--- src/rtl/band_peak_buffer.sv ---
// Multi-channel ping-pong band store with peak-hold/decay and a 1-cycle read port.
// Define BPB_PEAK_HOLD_EN to add per-entry hold counters before decay starts.
module band_peak_buffer #(
  parameter int CHANNELS    = 2,
  parameter int BANDS       = 32,
  parameter int DATA_WIDTH  = 16,
  parameter int DECAY_STEP  = 300,
  parameter int HOLD_FRAMES = 8,
  localparam int CH_W       = (CHANNELS > 1) ? $clog2(CHANNELS) : 1,
  localparam int BAND_W     = $clog2(BANDS)
) (
  input  logic                  clk_50m,
  input  logic                  rst,
  input  logic                  peak_mode,
  input  logic                  clear,
  input  logic                  s_axis_tvalid,
  output logic                  s_axis_tready,
  input  logic [DATA_WIDTH-1:0] s_axis_tdata,
  input  logic [CH_W-1:0]       s_axis_tdest,
  input  logic                  s_axis_tlast,
  input  logic [CH_W-1:0]       rd_ch,
  input  logic [BAND_W-1:0]     rd_addr,
  input  logic                  rd_en,
  output logic [DATA_WIDTH-1:0] rd_data,
  output logic                  rd_data_valid,
  output logic                  frame_stb,
  output logic [CH_W-1:0]       frame_ch,
  output logic                  frame_err,
  output logic                  busy
);

  localparam int ENTRIES = CHANNELS * BANDS;
  localparam int IDX_W   = $clog2(ENTRIES);
  localparam logic [DATA_WIDTH-1:0] DECAY     = DATA_WIDTH'(DECAY_STEP);
  localparam logic [BAND_W-1:0]     LAST_BAND = BAND_W'(BANDS - 1);
  localparam logic [CH_W-1:0]       LAST_CH   = CH_W'(CHANNELS - 1);

  if (CHANNELS < 1 || BANDS < 2 || HOLD_FRAMES < 1 || DECAY_STEP < 0) begin : g_param_check
    $error("band_peak_buffer: invalid parameter set");
  end

  typedef enum logic {CLEAR, RUN} state_t;
  state_t state;

  // Bank 0 and bank 1, flat-indexed by ch*BANDS+band.
  logic [DATA_WIDTH-1:0] mem0 [ENTRIES];
  logic [DATA_WIDTH-1:0] mem1 [ENTRIES];

`ifdef BPB_PEAK_HOLD_EN
  localparam int HOLD_W = $clog2(HOLD_FRAMES + 1);
  logic [HOLD_W-1:0] hold_mem [ENTRIES];
  logic [HOLD_W-1:0] hold_cur;
  logic [HOLD_W-1:0] hold_new;
`endif

  logic [BAND_W-1:0] wp [CHANNELS];
  logic [CHANNELS-1:0] wb;
  logic [CH_W-1:0]   clr_ch;
  logic [BAND_W-1:0] clr_band;

  function automatic logic [IDX_W-1:0] entry_idx(input logic [CH_W-1:0] ch,
                                                 input logic [BAND_W-1:0] band);
    return IDX_W'(int'(ch) * BANDS + int'(band));
  endfunction

  logic                  accept;
  logic                  in_ok;
  logic                  in_wb;
  logic [CH_W-1:0]       in_ch;
  logic [BAND_W-1:0]     in_wp;
  logic [IDX_W-1:0]      in_idx;
  logic [DATA_WIDTH-1:0] s_val;
  logic [DATA_WIDTH-1:0] wr_val;
  logic                  beat_we;
  logic                  clearing;
  logic [IDX_W-1:0]      w_idx;
  logic [DATA_WIDTH-1:0] w_data;

  assign accept   = s_axis_tvalid & s_axis_tready;
  assign in_ok    = int'(s_axis_tdest) < CHANNELS;
  assign in_ch    = in_ok ? s_axis_tdest : '0;
  assign in_wp    = wp[in_ch];
  assign in_wb    = wb[in_ch];
  assign in_idx   = entry_idx(in_ch, in_wp);
  // Writes target bank wb; the display bank (!wb) supplies the previous value.
  assign s_val    = in_wb ? mem0[in_idx] : mem1[in_idx];
  assign clearing = (state == CLEAR);
  assign beat_we  = accept && (state == RUN) && !clear && in_ok;
  assign w_idx    = clearing ? entry_idx(clr_ch, clr_band) : in_idx;
  assign w_data   = clearing ? '0 : wr_val;

`ifdef BPB_PEAK_HOLD_EN
  assign hold_cur = hold_mem[in_idx];
`endif

  always_comb begin
    wr_val = s_axis_tdata;
`ifdef BPB_PEAK_HOLD_EN
    hold_new = '0;
    if (peak_mode) begin
      if (s_axis_tdata > s_val) begin
        hold_new = HOLD_W'(HOLD_FRAMES);
      end else if (hold_cur != '0) begin
        wr_val   = s_val;
        hold_new = hold_cur - 1'b1;
      end else begin
        wr_val = (s_val > DECAY) ? s_val - DECAY : '0;
      end
    end
`else
    if (peak_mode && s_axis_tdata <= s_val) begin
      wr_val = (s_val > DECAY) ? s_val - DECAY : '0;
    end
`endif
  end

  // Storage has no reset; the CLEAR sweep initialises it.
  always_ff @(posedge clk_50m) begin
    if (clearing || (beat_we && !in_wb)) mem0[w_idx] <= w_data;
    if (clearing || (beat_we && in_wb))  mem1[w_idx] <= w_data;
`ifdef BPB_PEAK_HOLD_EN
    if (clearing || beat_we) hold_mem[w_idx] <= clearing ? '0 : hold_new;
`endif
  end

  always_ff @(posedge clk_50m or posedge rst) begin
    if (rst) begin
      state         <= CLEAR;
      clr_ch        <= '0;
      clr_band      <= '0;
      s_axis_tready <= 1'b0;
      busy          <= 1'b1;
      frame_stb     <= 1'b0;
      frame_ch      <= '0;
      frame_err     <= 1'b0;
      wb            <= '0;
      for (int i = 0; i < CHANNELS; i++) wp[i] <= '0;
    end else begin
      frame_stb <= 1'b0;
      frame_err <= 1'b0;
      case (state)
        CLEAR: begin
          wb <= '0;
          for (int i = 0; i < CHANNELS; i++) wp[i] <= '0;
          if (clr_band == LAST_BAND) begin
            clr_band <= '0;
            if (clr_ch == LAST_CH) begin
              clr_ch        <= '0;
              state         <= RUN;
              s_axis_tready <= 1'b1;
              busy          <= 1'b0;
            end else begin
              clr_ch <= clr_ch + 1'b1;
            end
          end else begin
            clr_band <= clr_band + 1'b1;
          end
        end
        RUN: begin
          if (clear) begin
            state         <= CLEAR;
            clr_ch        <= '0;
            clr_band      <= '0;
            s_axis_tready <= 1'b0;
            busy          <= 1'b1;
          end else if (accept) begin
            if (!in_ok) begin
              frame_err <= 1'b1;
            end else if (s_axis_tlast) begin
              wb[in_ch] <= ~in_wb;
              wp[in_ch] <= '0;
              frame_stb <= 1'b1;
              frame_ch  <= in_ch;
              frame_err <= (in_wp != LAST_BAND);
            end else if (in_wp == LAST_BAND) begin
              // Overrun: wrap the pointer without publishing the frame.
              wp[in_ch] <= '0;
              frame_err <= 1'b1;
            end else begin
              wp[in_ch] <= in_wp + 1'b1;
            end
          end
        end
        default: state <= CLEAR;
      endcase
    end
  end

  logic              rd_ok;
  logic [CH_W-1:0]   rd_ch_g;
  logic [BAND_W-1:0] rd_addr_g;
  logic [IDX_W-1:0]  rd_idx;
  logic              rd_wb;

  assign rd_ok     = (int'(rd_ch) < CHANNELS) && (int'(rd_addr) < BANDS);
  assign rd_ch_g   = rd_ok ? rd_ch : '0;
  assign rd_addr_g = rd_ok ? rd_addr : '0;
  assign rd_idx    = entry_idx(rd_ch_g, rd_addr_g);
  assign rd_wb     = wb[rd_ch_g];

  always_ff @(posedge clk_50m or posedge rst) begin
    if (rst) begin
      rd_data       <= '0;
      rd_data_valid <= 1'b0;
    end else begin
      rd_data_valid <= rd_en;
      if (rd_en) begin
        if (!rd_ok)     rd_data <= '0;
        else if (rd_wb) rd_data <= mem0[rd_idx];
        else            rd_data <= mem1[rd_idx];
      end
    end
  end

endmodule

--- config.mk ---
export PLATFORM = sky130hd
export DESIGN_NAME = band_peak_buffer
export DESIGN_NICKNAME = d
export VERILOG_FILES = /design/src/rtl/band_peak_buffer.sv
export SDC_FILE = /design/constraint.sdc
export NUM_CORES = 2
export LEC_CHECK = 0
export ABC_AREA = 1
export BUFFER_PORTS_ARGS = -buffer_cell sky130_fd_sc_hd__buf_4
export CORE_ASPECT_RATIO = 0.7
export CORE_MARGIN = 10
export CORE_UTILIZATION = 40
export DETAILED_ROUTE_END_ITERATION = 16
export HOLD_SLACK_MARGIN = 0.05
export SYNTH_ARGS = -nofsm -noshare
export SYNTH_HDL_FRONTEND = slang
export SYNTH_SLANG_ARGS = --single-unit
--- constraint.sdc ---
create_clock -name clk_50m -period 8.7 [get_ports clk_50m]
set_input_delay 1.74 -clock clk_50m [delete_from_list [all_inputs] [get_ports clk_50m]]
set_output_delay 1.74 -clock clk_50m [all_outputs]
set_load 0.03 [all_outputs]
After elaboration in Yosys (flattened, before gate mapping). Memory sizes are Yosys's and may differ from the RTL's. Index checks and enable logic that the tools add are counted. Widths: inputs -> output; s select.

Register bits: 41. Latch bits: 0. Bits in writable memories: 2048. Memory bits (read-only): 0. Input port bits: 30. Output and inout bits: 22. Word-level logic and storage cells: 120. Memories: 2.

Memories: mem0 (depth 64, bits a word 16, read ports 2, clocked after Yosys merged registers in 0, write ports 1, line 46) `logic [DATA_WIDTH-1:0] mem0 [ENTRIES];`; mem1 (depth 64, bits a word 16, read ports 2, clocked after Yosys merged registers in 0, write ports 1, line 47) `logic [DATA_WIDTH-1:0] mem1 [ENTRIES];`.

$add $sub $neg: 7. Multiply operators: 0. Div/mod/pow operators: 0. Magnitude comparators: 7. Equal/unequal tests: 9. Shift operators: 0. Multiplexer cells: 59. Bitwise logic cells: 7. Reduce and logical (&&, ||, !) cells: 16.

Operators with widths (count): $mux 16 (5); $mux 10 (4); $mux 5 (6); $mux 1 (29); $pmux 10 s2 (1); $add 6x5->6 (3); $gt 16x9->1 const B (1); $le 16x16->1 (1); $sub 16x9->16 const B (1); $add 5x1->5 const B (2); $and 10x10->10 (1); $bwmux 10 (1); $eq 5x5->1 const B (2); $not 10->10 (1); $pmux 5 s2 (1); $ne 2x2->1 const B (4); $pmux 1 s2 (4); $logic_and 1x1->1 (7); $mux 2 (3); $mux 6 (1); $reduce_and 3->1 (2); $demux 5 s1 (1); $ne 5x5->1 const B (1); $lt 1x2->1 const B (2); 15 further kinds (21).

Logic depth before layout (Yosys ltp).
Depth after elaboration: 12. Depth in mapped cells: 31. Depth with buffers taken out: 26.

Worst setup path before layout. OpenSTA, ideal clock, no wires.

Path kind: in2reg. From: input s_axis_tdest. To: memory mem0[0][10] (data pin). Setup time: 891 ps. Arrival: 8237 ps. Required time: 7809 ps. Setup slack: -428 ps. Stages on the path: 30. Path buffers: 6. Path through: buf_6 > inv_6 > nand2_8 > nand2_4 > buf_6 > buf_6 > buf_6 > buf_2 > nand2_1 > nand3_1 > nand3_1 > nand3_1 > nand3_1 > nand3_1 > nand3_1 > nand2_1 > inv_2 > ha_1 > nand2_1 > inv_1 > a221oi_1 > o221ai_1 > nand2_1 > o2111ai_1 > nand2_1 > nand2_1 > inv_1 > clkbuf_1 > o21ai_0 > a21oi_1.

Cells in the longest elaborated chain, start to end: 11. Elaborated cells between the ends (all ways): 17. Those cells by class: 2 x add/sub; 2 x order compare; 9 x mux; 1 x bitwise; 1 x reduce/logical; 2 x memory.

Ends and longest elaborated chain: from (decl) (line 19) `input logic [CH_W-1:0] s_axis_tdest,`; $not 1->2 (implied by the code) (line 82) `assign in_wp = wp[in_ch];`; $mux 5 (implied by the code) (3 in a row) (line 82); $add 6x5->6 (line 63) `return IDX_W'(int'(ch) * BANDS + int'(band));`; $mem_v2 64x16 (on tied branches); $mux 16 (*) (line 86) `assign s_val = in_wb ? mem0[in_idx] : mem1[in_idx];`; $sub 16x9->16, or another cell as far along (line 112) `wr_val = (s_val > DECAY) ? s_val - DECAY : '0;`; $mux 16 / $logic_and 1x1->1 (equally long branches) (line 112, 111); $mux 16 (*) (line 111) `if (peak_mode && s_axis_tdata <= s_val) begin`; $mux 16 (*) (line 90) `assign w_data = clearing ? '0 : wr_val;`; net w_data[10] (line 77) `logic [DATA_WIDTH-1:0] w_data;`; to (decl) (line 46).

The timed path passes the listed nets; every way through them passes the cells marked *. The select of a mux whose other input is x is not followed.

Final worst setup path.
From: input s_axis_tdest. To: memory mem0[19][7] (data pin).

The elaborated chain is that of the path after synthesis.

==> impl_table.tex <==
\begin{tabular}{lr}
\hline
Metric & Value \\
\hline
\multicolumn{2}{l}{\textbf{Run}} \\
\quad Maximum capacitance violations & 3 \\
\multicolumn{2}{l}{\textbf{Drt}} \\
\quad Via count normalized by instance count & 6.27 \\
\quad Post-route ant nets & 0 \\
\quad Post-detailed-route DRC marker count & 0 \\
\quad Detailed-route wire length & 433 mm \\
\quad Routed wire per std cell & 29.7 um \\
\quad Number of DRC violations after detailed-routing iteration 0 & 15469 \\
\quad Count of TritonRoute iterations in the first routing pass & 9 \\
\quad Total via count after detailed routing & 91445 \\
\multicolumn{2}{l}{\textbf{Global routing}} \\
\quad Number of global-route vias before repair & 83751 \\
\quad Gr usage total & 29.1\% \\
\quad Gr ovfl total & 0 \\
\quad Grt met1 use & 40.9\% \\
\quad Initial antenna violation count & 25 \\
\quad First-pass GRT wire length & 608 mm \\
\quad GR Layer Usage met2 & 40.6\% \\
\quad Grt met3 use & 11.0\% \\
\quad Largest net degree at the start of global routing & 180 \\
\quad Layer with the highest usage & met1 \\
\multicolumn{2}{l}{\textbf{Floorplanning}} \\
\quad Top-Level Pins & 52 \\
\quad Area of the die & 282000 um2 \\
\quad Die Width & 631 um \\
\quad Core area & 259000 um2 \\
\quad Die Ht & 448 um \\
\quad Number of rows in the core area & 156 \\
\quad Initial cell density of the core & 40.3\% \\
\multicolumn{2}{l}{\textbf{Placement}} \\
\quad Placed standard-cell area & 109000 um2 \\
\quad Placed insts & 14194 \\
\quad HPWL reported at the end of detailed placement & 254 mm \\
\quad PortBufs & 51 \\
\quad Routability congestion estimate from global placement & 0.975 \\
\multicolumn{2}{l}{\textbf{Critical path}} \\
\quad Setup slack of the worst register-to-register path & 1.64 ns \\
\quad Worst Path Required & 9.40 ns \\
\quad Cell count of the worst reg-to-reg path & 28 \\
\quad Crit path arrival time & 8.66 ns \\
\quad Reg2Reg Launch Point & wp[5]\$\_DFFE\_PP0P\_ \\
\quad Setup Crit Path Kind & primary input to flop \\
\quad Largest fanout of any net on the critical path & 56 \\
\quad Endpoint of the lowest-slack register-to-register path & mem0[19][7]\$\_DFFE\_PP\_ \\
\quad Kind of end point of the critical path & flop \\
\quad Category of the worst setup path launch point & primary input \\
\multicolumn{2}{l}{\textbf{Logic synthesis}} \\
\quad Synth Net Count & 11251 \\
\quad Yosys warns & 0 \\
\quad Prevailing post-synth register cell & sky130\_fd\_sc\_hd\_\_edfxtp\_1 \\
\quad Unique cell type count in the Yosys netlist & 47 \\
\quad Number of instances in the synthesized netlist & 11200 \\
\quad Synth top area share & 58.9\% \\
\quad Ys async rst share & 1.96\% \\
\quad Count of flip-flops with a built-in enable after synthesis & 2048 \\
\quad Register area share after synthesis & 59.8\% \\
\quad Per-instance average area after synthesis & 9.33 um2 \\
\quad Number of storage elements in the synthesis netlist & 2089 \\
\quad Cell types with the highest counts after synthesis & 2374 x sky130\_fd\_sc\_hd\_\_nand2\_1, 2048 x sky130\_fd\_sc\_hd\_\_edfxtp\_1, 1498 x sky130\_fd\_sc\_hd\_\_o21ai\_0, 1359 x sky130\_fd\_sc\_hd\_\_nor2\_1, 1265 x sky130\_fd\_sc\_hd\_\_nand3\_1 \\
\quad Cells taking the most area after synthesis & sky130\_fd\_sc\_hd\_\_edfxtp\_1 59\%, sky130\_fd\_sc\_hd\_\_nand2\_1 8.5\%, sky130\_fd\_sc\_hd\_\_o21ai\_0 7.2\% \\
\quad Library cell occupying the most area in the post-synthesis netlist & sky130\_fd\_sc\_hd\_\_edfxtp\_1 \\
\quad Dominant cell by count in the synthesized netlist & sky130\_fd\_sc\_hd\_\_nand2\_1 \\
\quad Summed instance area of the synthesized netlist & 104000 um2 \\
\multicolumn{2}{l}{\textbf{Power}} \\
\quad Cell Pwr Density & 223 nW/um2 \\
\quad Leakage Power & 0.0404 uW \\
\quad Maximum VDD drop & 0.152 mV \\
\multicolumn{2}{l}{\textbf{Clocking}} \\
\quad Clock edge transition at the registers on the reported setup and hold paths & 0.06 ns \\
\quad Buffers inserted during post-CTS setup optimization & 0 \\
\quad CTS sink cnt & 2089 \\
\quad Clock insertion delay at the later pin of the skew report & 0.91 ns \\
\quad Cts hold-fix bufs & 0 \\
\quad Number of gates resized after CTS & 0 \\
\quad Clock buffer count from CTS & 212 \\
\quad Clock root buffer & sky130\_fd\_sc\_hd\_\_clkbuf\_16 \\
\quad H-tree depth reported by CTS & 4 \\
\quad TritonCTS clock tree & built \\
\quad Clock tree buffer depth & 4 \\
\multicolumn{2}{l}{\textbf{STA}} \\
\quad Finish-stage setup viols & 0 \\
\quad Number of max-slew violations in the final report & 17 \\
\quad Hold Worst Slack & 0.463 ns \\
\quad Worst max-slew margin expressed relative to the limit & -2.09\% \\
\quad Final worst path period need & 7.97 ns \\
\quad Final hold vios & 0 \\
\quad Fmax achieved & 126 MHz \\
\quad Worst Clk Skew & 0.0618 ns \\
\quad Slew at the pin closest to its max-slew limit & 1.53 ns \\
\quad Final clock period utilization by the worst path & 91.6\% \\
\quad Setup repair after global routing missed its margin & false \\
\multicolumn{2}{l}{\textbf{Worst hold path}} \\
\quad Hold Startpoint & busy\$\_DFFE\_PP1P\_ \\
\quad Min-Delay Path Depth & 2 \\
\quad Worst Hold Endpoint & busy\$\_DFFE\_PP1P\_ \\
\quad Path class of the lowest-slack min-delay path & flop to flop \\
\multicolumn{2}{l}{\textbf{Layout}} \\
\quad Number of fill cells in the layout & 24132 \\
\quad Summed area of non-filler cells in the final layout & 116000 um2 \\
\quad Layout cells sized above 1 & 8.08\% \\
\quad Layout overhead on the synthesized area & 10.9\% \\
\quad Final nets & 10983 \\
\quad Final cell count without fillers & 14575 \\
\multicolumn{2}{l}{\textbf{Outcome}} \\
\quad Violations in the final reports & max-capacitance violations, max-slew violations \\
\quad Status & complete, but fails checks \\
\hline
\end{tabular}
==> flip-flops by register name, indices dropped and copies added, names as in the netlist <==
name / cells
frame_err: 1
wp: 10
rd_data_valid: 1
busy: 1
wb: 2
mem0: 1024
frame_stb: 1
frame_ch: 1
rd_data: 16
mem1: 1024
s_axis_tready: 1
state: 1
clr_ch: 1
clr_band: 5
==> cells by family (layout without fill, tap and decap cells) <==
family	count (synthesis)	count (layout)	share of synthesized area (%)
AO/OA/AOI/OAI	2705	2705	14.1
AND/OR/NAND/NOR	5140	5140	20.3
adder cells (fa/ha/maj)	21	21	0.251
flip-flops	2089	2089	59.8
buffers and inverters	1238	1131	5.49
XOR/XNOR	6	6	0.0503
multiplexers	1	1	0.00958
other	0	6	0
==> final cells by class <==
| class | instances | area (um2) | share of cell area [%] |
|---|---|---|---|
| Antenna cell | 6 | 15.0 | 0.0130 |
| Sequential cell | 2089 | 62500 | 54.0 |
| Inverter | 344 | 1350 | 1.16 |
| Multi-Input combinational cell | 7873 | 36900 | 31.9 |
| Tap cell | 3476 | 4350 | 3.75 |
| Clock inverter | 94 | 862 | 0.744 |
| Timing Repair Buffer | 412 | 4130 | 3.57 |
| Clock buffer | 281 | 5680 | 4.90 |
==> critical path, cell delays in order <==
cell	delay [ns]
sky130_fd_sc_hd__buf_4	0.20
sky130_fd_sc_hd__inv_6	0.26
sky130_fd_sc_hd__nand2_2	0.14
sky130_fd_sc_hd__nand2_8	0.35
sky130_fd_sc_hd__clkinv_8	0.46
sky130_fd_sc_hd__buf_4	0.40
sky130_fd_sc_hd__o211ai_1	0.12
sky130_fd_sc_hd__nand3_1	0.11
sky130_fd_sc_hd__nand3_1	0.13
sky130_fd_sc_hd__nand3_1	0.40
sky130_fd_sc_hd__nand3_1	0.36
sky130_fd_sc_hd__nand3_1	0.22
sky130_fd_sc_hd__nand2_1	0.19
sky130_fd_sc_hd__ha_1	0.26
sky130_fd_sc_hd__inv_1	0.07
sky130_fd_sc_hd__o21bai_1	0.06
sky130_fd_sc_hd__a221oi_1	0.31
sky130_fd_sc_hd__o221ai_1	0.20
sky130_fd_sc_hd__nand2_1	0.10
sky130_fd_sc_hd__o2111ai_1	0.10
sky130_fd_sc_hd__nand2_1	0.10
sky130_fd_sc_hd__nand2_1	0.10
sky130_fd_sc_hd__clkinv_1	0.09
sky130_fd_sc_hd__buf_12	0.26
sky130_fd_sc_hd__o21ai_0	0.17
sky130_fd_sc_hd__a21oi_4	1.22
sky130_fd_sc_hd__buf_4	0.39
==> layout by cell type (no fill, tap or decap), types with 7 or more instances in the layout <==
cell and count:
sky130_fd_sc_hd__clkinv_1 35, sky130_fd_sc_hd__clkbuf_16 215, sky130_fd_sc_hd__o21ai_0 1497, sky130_fd_sc_hd__a21oi_1 464
sky130_fd_sc_hd__o32ai_1 56, sky130_fd_sc_hd__o32ai_2 7, sky130_fd_sc_hd__buf_12 81, sky130_fd_sc_hd__clkinv_2 30
sky130_fd_sc_hd__nand3_1 1265, sky130_fd_sc_hd__o21ai_1 56, sky130_fd_sc_hd__nor2_1 1255, sky130_fd_sc_hd__inv_2 9
sky130_fd_sc_hd__nor2_2 100, sky130_fd_sc_hd__clkinvlp_4 9, sky130_fd_sc_hd__ha_1 21, sky130_fd_sc_hd__nand2_2 7
sky130_fd_sc_hd__nor3_1 83, sky130_fd_sc_hd__inv_1 324, sky130_fd_sc_hd__buf_4 327, sky130_fd_sc_hd__edfxtp_1 2048
sky130_fd_sc_hd__o22ai_1 447, sky130_fd_sc_hd__nand2_1 2374, sky130_fd_sc_hd__nor3_2 25, sky130_fd_sc_hd__clkbuf_1 61
sky130_fd_sc_hd__bufinv_16 14, sky130_fd_sc_hd__a21oi_4 18, sky130_fd_sc_hd__dfrtp_1 40, sky130_fd_sc_hd__o211ai_1 53
sky130_fd_sc_hd__a211oi_1 71, sky130_fd_sc_hd__a31oi_1 17
==> report_power, final <==
| part | internal [uW] | switching [uW] | total (uW) |
|---|---|---|---|
| combinational | 940 | 3410 | 4350 |
| clock | 4980 | 4060 | 9040 |
| sequential | 12100 | 335 | 12400 |
| total | 18000 | 7800 | 25800 |
==> routing by layer <==
layer / share of wire [%] / vias to the layer above / wire [um]
met5: 0.034 / - / 146
met4: 4.2 / 20 / 18100
met3: 16 / 1067 / 71000
met2: 40 / 7135 / 174000
met1: 39 / 44128 / 170000
li1: - / 39095 / -
==> how the worst max path moves through the flow <==
stage / from / end / slack (ns) / cells past startpoint
after floorplan: s_axis_tdest / mem0[0][0]$_DFFE_PP_ / -0.40 / 30
after global placement: s_axis_tdest / mem0[23][7]$_DFFE_PP_ / 0.28 / 30
after detailed placement: s_axis_tdest / mem0[20][7]$_DFFE_PP_ / 0.31 / 27
after CTS: s_axis_tdest / mem0[17][7]$_DFFE_PP_ / 1.21 / 27
after global routing: s_axis_tdest / mem0[27][7]$_DFFE_PP_ / 0.67 / 26
final: s_axis_tdest / mem0[19][7]$_DFFE_PP_ / 0.73 / 27
==> per-stage QoR <==
step	TNS (ns)	worst slack (ns)	total power, uW	utilization (%)
floorplan	-524.07	-0.399	14700	-
global placement	0	0.276	16800	42.2
detailed placement	0	0.311	16800	42.2
CTS	0	1.21	25700	44.7
global route	0	0.675	26500	44.7
finish	0	0.734	25800	44.7
(Power assumes the default switching activity.)
